--- src/rtl/hazard_ctrl.sv ---
// Hazard, flush and forwarding controller for the 5-stage MIPS pipeline, driven by an EX/MEM/WB scoreboard.
// Define HAZARD_FORWARDING_EN to enable operand forwarding; without it every RAW dependency stalls until writeback.
module hazard_ctrl #(
    parameter int REG_AW = 5,
    parameter int CNT_W  = 16
) (
    input  logic              clk,
    input  logic              rst,
    input  logic              id_valid,
    input  logic [REG_AW-1:0] id_rs,
    input  logic [REG_AW-1:0] id_rt,
    input  logic              id_uses_rs,
    input  logic              id_uses_rt,
    input  logic [REG_AW-1:0] id_wreg,
    input  logic              id_wen,
    input  logic              id_memread,
    input  logic              ex_branch_taken,
    output logic              pc_stall,
    output logic              ifid_stall,
    output logic              idex_bubble,
    output logic              ifid_flush,
    output logic [1:0]        fwd_a,
    output logic [1:0]        fwd_b,
    output logic [CNT_W-1:0]  stall_cycles
);

    logic              ex_valid, ex_wen, ex_memread, ex_uses_rs, ex_uses_rt;
    logic [REG_AW-1:0] ex_wreg, ex_rs, ex_rt;
    logic              mem_valid, mem_wen, mem_memread;
    logic [REG_AW-1:0] mem_wreg;
    logic              wb_valid, wb_wen;
    logic [REG_AW-1:0] wb_wreg;

    logic       load_use;
    logic       dep_stall;
    logic       stall_req;
    logic [1:0] fwd_a_sel;
    logic [1:0] fwd_b_sel;

    // Register 0 is hardwired, so it never counts as a produced value.
    function automatic logic writes(input logic v, input logic wen,
                                    input logic [REG_AW-1:0] wreg,
                                    input logic [REG_AW-1:0] r);
        return v && wen && (wreg == r) && (r != '0);
    endfunction

    always_comb begin
        load_use  = 1'b0;
        dep_stall = 1'b0;
        fwd_a_sel = 2'b00;
        fwd_b_sel = 2'b00;

        load_use = id_valid && ex_memread &&
                   ((id_uses_rs && writes(ex_valid, ex_wen, ex_wreg, id_rs)) ||
                    (id_uses_rt && writes(ex_valid, ex_wen, ex_wreg, id_rt)));

        dep_stall = id_valid &&
                    ((id_uses_rs && (writes(ex_valid, ex_wen, ex_wreg, id_rs) ||
                                     writes(mem_valid, mem_wen, mem_wreg, id_rs) ||
                                     writes(wb_valid, wb_wen, wb_wreg, id_rs))) ||
                     (id_uses_rt && (writes(ex_valid, ex_wen, ex_wreg, id_rt) ||
                                     writes(mem_valid, mem_wen, mem_wreg, id_rt) ||
                                     writes(wb_valid, wb_wen, wb_wreg, id_rt))));

        // MEM is the youngest producer, but a load there has no data yet.
        if (ex_valid && ex_uses_rs) begin
            if (writes(mem_valid, mem_wen, mem_wreg, ex_rs) && !mem_memread)
                fwd_a_sel = 2'b01;
            else if (writes(wb_valid, wb_wen, wb_wreg, ex_rs))
                fwd_a_sel = 2'b10;
        end
        if (ex_valid && ex_uses_rt) begin
            if (writes(mem_valid, mem_wen, mem_wreg, ex_rt) && !mem_memread)
                fwd_b_sel = 2'b01;
            else if (writes(wb_valid, wb_wen, wb_wreg, ex_rt))
                fwd_b_sel = 2'b10;
        end
    end

`ifdef HAZARD_FORWARDING_EN
    assign stall_req = load_use;
    assign fwd_a     = fwd_a_sel;
    assign fwd_b     = fwd_b_sel;
    logic unused_nofwd;
    assign unused_nofwd = dep_stall;
`else
    assign stall_req = dep_stall;
    assign fwd_a     = 2'b00;
    assign fwd_b     = 2'b00;
    logic unused_fwd;
    assign unused_fwd = ^{load_use, fwd_a_sel, fwd_b_sel};
`endif

    // A taken branch squashes the ID instruction, so it overrides any stall.
    assign ifid_flush  = ex_branch_taken && !rst;
    assign idex_bubble = (ex_branch_taken || stall_req) && !rst;
    assign pc_stall    = stall_req && !ex_branch_taken && !rst;
    assign ifid_stall  = pc_stall;

    always_ff @(posedge clk or posedge rst) begin
        if (rst) begin
            ex_valid    <= 1'b0;
            ex_wen      <= 1'b0;
            ex_memread  <= 1'b0;
            ex_uses_rs  <= 1'b0;
            ex_uses_rt  <= 1'b0;
            ex_wreg     <= '0;
            ex_rs       <= '0;
            ex_rt       <= '0;
            mem_valid   <= 1'b0;
            mem_wen     <= 1'b0;
            mem_memread <= 1'b0;
            mem_wreg    <= '0;
            wb_valid    <= 1'b0;
            wb_wen      <= 1'b0;
            wb_wreg     <= '0;
        end else begin
            wb_valid    <= mem_valid;
            wb_wen      <= mem_wen;
            wb_wreg     <= mem_wreg;
            mem_valid   <= ex_valid;
            mem_wen     <= ex_wen;
            mem_memread <= ex_memread;
            mem_wreg    <= ex_wreg;
            ex_valid    <= id_valid && !idex_bubble;
            ex_wen      <= id_wen;
            ex_memread  <= id_memread;
            ex_uses_rs  <= id_uses_rs;
            ex_uses_rt  <= id_uses_rt;
            ex_wreg     <= id_wreg;
            ex_rs       <= id_rs;
            ex_rt       <= id_rt;
        end
    end

    always_ff @(posedge clk or posedge rst) begin
        if (rst)
            stall_cycles <= '0;
        else if (pc_stall && (stall_cycles != '1))
            stall_cycles <= stall_cycles + CNT_W'(1);
    end

endmodule

--- config.mk ---
export PLATFORM = sky130hd
export DESIGN_NAME = hazard_ctrl
export DESIGN_NICKNAME = d
export VERILOG_FILES = /design/src/rtl/hazard_ctrl.sv
export SDC_FILE = /design/constraint.sdc
export NUM_CORES = 1
export LEC_CHECK = 0
export ABC_AREA = 1
export CAP_MARGIN = 20
export CORE_MARGIN = 2
export CORE_UTILIZATION = 55
export CTS_BUF_LIST = sky130_fd_sc_hd__clkbuf_4
export DETAILED_ROUTE_END_ITERATION = 8
export HOLD_SLACK_MARGIN = 0.1
export PLACE_DENSITY = 0.84
export SETUP_SLACK_MARGIN = 0.15
export SLEW_MARGIN = 20
export SYNTH_ARGS = -nofsm -noshare
export SYNTH_HDL_FRONTEND = slang
export SYNTH_SLANG_ARGS = --single-unit
--- constraint.sdc ---
create_clock -name clk -period 5.2 [get_ports clk]
set_input_delay 1.56 -clock clk [delete_from_list [all_inputs] [get_ports clk]]
set_output_delay 1.56 -clock clk [all_outputs]
set_load 0.01 [all_outputs]
======== After elaboration in Yosys (flattened, before gate mapping) ========
Index checks and enable logic that the tools add are counted.
storage, ports and cells
  logic and storage cells ................. 53
  bits of input ports ..................... 23
  flip-flop bits (word level) ............. 37
  output and inout bits ................... 24
cells by class
  add/subtract/negate cells ............... 1
  eq/ne operators ......................... 7
  reduce and logical (&&, ||, !) cells .... 35
operator list
  kind                                           number
  == test 5 bit                                  6
  logical AND 1 bit                              24
  adder 16 x 1 -> 16 bit, second input constant  1
  inequality test 16 bit, second input constant  1
  nonzero test 5 bit                             2
  logical OR 1 bit                               6
  logical NOT 1 bit                              3

======== Logic depth before layout (Yosys ltp) ========
  word-level depth ........................ 12
  gate-level depth with buffers ........... 13
  gate-level depth less buffers ........... 13

======== Least setup slack after synthesis ========
No wires, ideal clock.
  path kind ............................... input-to-output
  start point ............................. input id_rs[0]
  end point ............................... output pc_stall
  required time ........................... 3.640 ns
  stages on the path ...................... 10
  setup slack ............................. 1.105 ns
  arrival ................................. 2.535 ns
  cells stage by stage .................... inv_1 nor2_1 nor2_1 nand3_1 nand3_1 nand2_1 nand2_2 nand3_4 inv_1 buf_4
on the way
  longest elaborated chain between the ends .. 10
RTL lines
  what                              line  text
  start, declared                   10    input logic [REG_AW-1:0] id_rs,
  == test 5 bit                     44    return v && wen && (wreg == r) && (r != '0);
  logical AND 1 bit (2 in a row)    44
  logical OR 1 bit                  58    ((id_uses_rs && (writes(ex_valid, ex_wen, ex_wreg, id_rs) ||
  logical OR 1 bit *                59    writes(mem_valid, mem_wen, mem_wreg, id_rs) ||
  logical AND 1 bit *               58
  logical OR 1 bit *                60    writes(wb_valid, wb_wen, wb_wreg, id_rs))) ||
  logical AND 1 bit *               57    dep_stall = id_valid &&
  logical AND 1 bit * (2 in a row)  97    assign pc_stall = stall_req && !ex_branch_taken && !rst;
  end, declared                     18    output logic pc_stall,
Mark *: on every way between the ends. The rest lies on a longest branch, timed or not.

======== Final worst setup path ========
  start point ............................. input id_rt[1]
  end point ............................... output idex_bubble
on the way
  longest elaborated chain between the ends .. 10
RTL lines
  what                            line  text
  start, declared                 11    input logic [REG_AW-1:0] id_rt,
  == test 5 bit                   44
  logical AND 1 bit (2 in a row)  44
  logical OR 1 bit                61    (id_uses_rt && (writes(ex_valid, ex_wen, ex_wreg, id_rt) ||
  logical OR 1 bit *              62    writes(mem_valid, mem_wen, mem_wreg, id_rt) ||
  logical AND 1 bit *             61
  logical OR 1 bit *              60
  logical AND 1 bit *             57
  logical OR 1 bit *              96    assign idex_bubble = (ex_branch_taken || stall_req) && !rst;
  logical AND 1 bit *             96
  end, declared                   20    output logic idex_bubble,
Marked as above.

==> impl_metrics.toml <==
[timing]
setup_tns_ns = 0
post-route-min-period_ns = 4.87
clock_skew_ns = 0.00691
rsz0062_at_grt = "false"
maxSlewViolCount = 0
finalHoldViolations = 0
setup_violations = 0
clock.fmax_mhz = 205
fin_crit_sh_pct = 93.7

[detailed_routing]
ant_nets = 0
viasPerCell = 4.94
num_vias = 2091
first_iter_violations = 129
wl_per_cell_um = 11.3
dr.pass1.iters = 4
drc = 0
routed_wl_mm = 4.80

[worst_setup_path]
worstReg2RegEnd = "stall_cycles[15]"
critPathCapture = "idex_bubble"
rr_worst_depth = 11
cp_data_required_time_ns = 3.64
worstSetupPathType = "input port to primary output"
reg2reg_from = "stall_cycles[0]"
worst_setup_path_start_kind = "input port"
path_max_fanout = 6
cp-end-kind = "primary output"
rrSetupSlack_ns = 3.28
cp.arrival_ns = 3.31
crit_start = "id_rt[1]"

[yosys]
ys_warn_count = 0
syn-cell-area_mm2 = 0.00217
synth_cell_types = 21
ys_ff_latch = 37
yosysSeqAreaShare_pct = 42.6
synth.avg_cell_area_um2 = 6.65
synthCells = 327

[cells_and_area]
seq_area_um2 = 926
multi_input_area_um2 = 990
antennaDiodeCount = 0
stdcell_area_mm2 = 0.00269
layout_common_cells = "nand2_1, inv_1, nor2_1, dfrtp_1, clkdlybuf4s50_1"
drive_above_1_share_pct = 7.73
fin_nets = 398
final_util_pct = 71.8
area_growth_pct = 23.6
fillCellCount = 323
layout_commonest_cell = "nand2_1"

[power]
total_power_uw = 582
power_density_mw_per_mm2 = 217
p_int_uw = 430
leakage_uw = 0.00144
peakVddDrop_v = 0.000152
comb_power_share_pct = 12.8
switching_share_pct = 26.1
power_frac_clock_pct = 34.2
seq_power_share_pct = 52.9
p_sw_uw = 152

[grt]
grt.total_usage_pct = 24.2
antenna_found_initial = 0
grtUsageMet1_pct = 28.9
grt_use_met2_pct = 42.1
grt_max_degree = 38
grt_pass1_vias = 1940
grt_overflow_total = 0
use_met3_pct = 5.57
grt.busiest_layer = "met2"
grt_pass1_wl_mm = 8.10

[floorplan]
initial_core_util_pct = 58.1
die_area_mm2 = 0.00447
die_w_um = 66.9
fp-row-count = 22
dieHeight_um = 66.9
ios = 47
design.core.area_mm2 = 0.00374

[outcome]
status = "finished clean"

[placed_design]
gp_congestion = 0.890
dp_hpwl_mm = 3.63
io_buffer_count = 41
placed_area_mm2 = 0.00262

[hold_path]
min_path_type = "flip-flop to flip-flop"
min_from = "mem_valid"
hold_depth = 0

[clock_tree]
cts_tree = "done"
cts.sinks = 37
htreeDepth = 2
cts_buffers = 5
cts_setup_buffers = 0
path_clk_slew_ns = 0.11
clk_latency_ns = 0.35
postCtsHoldBufs = 0
cts_root_buf = "clkbuf_4"
cts_resized = 8
cts_buffer_depth = 2

[flow_run]
maxCapViolCount = 0
-- Yosys cell counts --
master / n / share of area (%)
nand3b_1: 2 / 0.69
o21ai_0: 4 / 0.92
nand3_4: 1 / 0.81
nand2_2: 1 / 0.29
nor2_2: 6 / 1.7
o21ai_1: 12 / 2.8
conb_1: 1 / 0.17
nor2_1: 43 / 7.4
inv_2: 9 / 1.6
dfrtp_1: 37 / 43
nand2_1: 128 / 22
nor3_1: 2 / 0.46
o21ai_2: 2 / 0.81
inv_1: 47 / 8.1
buf_4: 5 / 1.7
a21oi_1: 1 / 0.23
nand4_1: 7 / 2.0
buf_6: 2 / 1.0
nand3_1: 14 / 3.2
xor2_1: 2 / 0.81
ha_1: 1 / 0.58
-- kinds of logic after synthesis --
logic type / share of synthesized area (%)
AO/OA/AOI/OAI: 4.72
other: 0.172
XOR/XNOR: 0.806
adder cells (fa/ha/maj): 0.575
AND/OR/NAND/NOR: 38.7
flip-flops: 42.6
buffers and inverters: 12.4
-- critical path, cell delays in order --
cell and delay, ns:
clkdlybuf4s50_1 0.59, inv_2 0.06, nand2_1 0.06, nand2_1 0.05, nor2_1 0.10, nand3_1 0.08
nand3_1 0.08, nand2_1 0.06, nand2_2 0.13, nand2_1 0.07, a21oi_1 0.18, dlygate4sd2_1 0.29
-- flip-flops by register name, indices dropped and copies added, names as in the netlist --
signal / flops
ex_valid: 1
ex_wen: 1
ex_wreg: 5
mem_valid: 1
mem_wen: 1
mem_wreg: 5
stall_cycles: 16
wb_valid: 1
wb_wen: 1
wb_wreg: 5
-- area by class of cell --
type                       count  area share, %
multi-input combinational    230           36.8
sequential                    37           34.5
timing repair buffer          44           15.7
inverter                      56           7.82
tap                           48           2.23
clock inverter                 3           1.54
clock buffer                   5           1.40
-- power groups by stage --
| stage | logic, uW | registers [uW] | clock network (uW) |
|---|---|---|---|
| floorplan | 42.3 | 312 | 0 |
| detailed placement | 76.6 | 313 | 0 |
| global placement | 74.5 | 313 | 0 |
| finish | 74.7 | 308 | 199 |
| CTS | 75.4 | 308 | 207 |
| global route | 85.6 | 310 | 217 |
-- per-stage QoR --
step           setup slack [ns]  hold WS [ns]  std cells
6_report                  0.326         0.392        423
4_1_cts                   0.328         0.391        423
5_1_grt                   0.157         0.400        423
3_5_place_dp            0.00431         0.363        415
3_3_place_gp             0.0334         0.356        415
2_1_floorplan              1.10         0.354        330
-- worst min-delay path by stage --
stage / end
final: wb_valid
after global routing: wb_wen
after global placement: mem_valid
after floorplan: mem_wen
after CTS: wb_wen
after detailed placement: wb_wen
-- layer usage --
metal	vias to the layer above	share of wire (%)
li1	1073	-
met2	68	50
met3	14	6.0
met5	-	0
met1	936	42
met4	0	2.4
(Power assumes the default switching activity.)
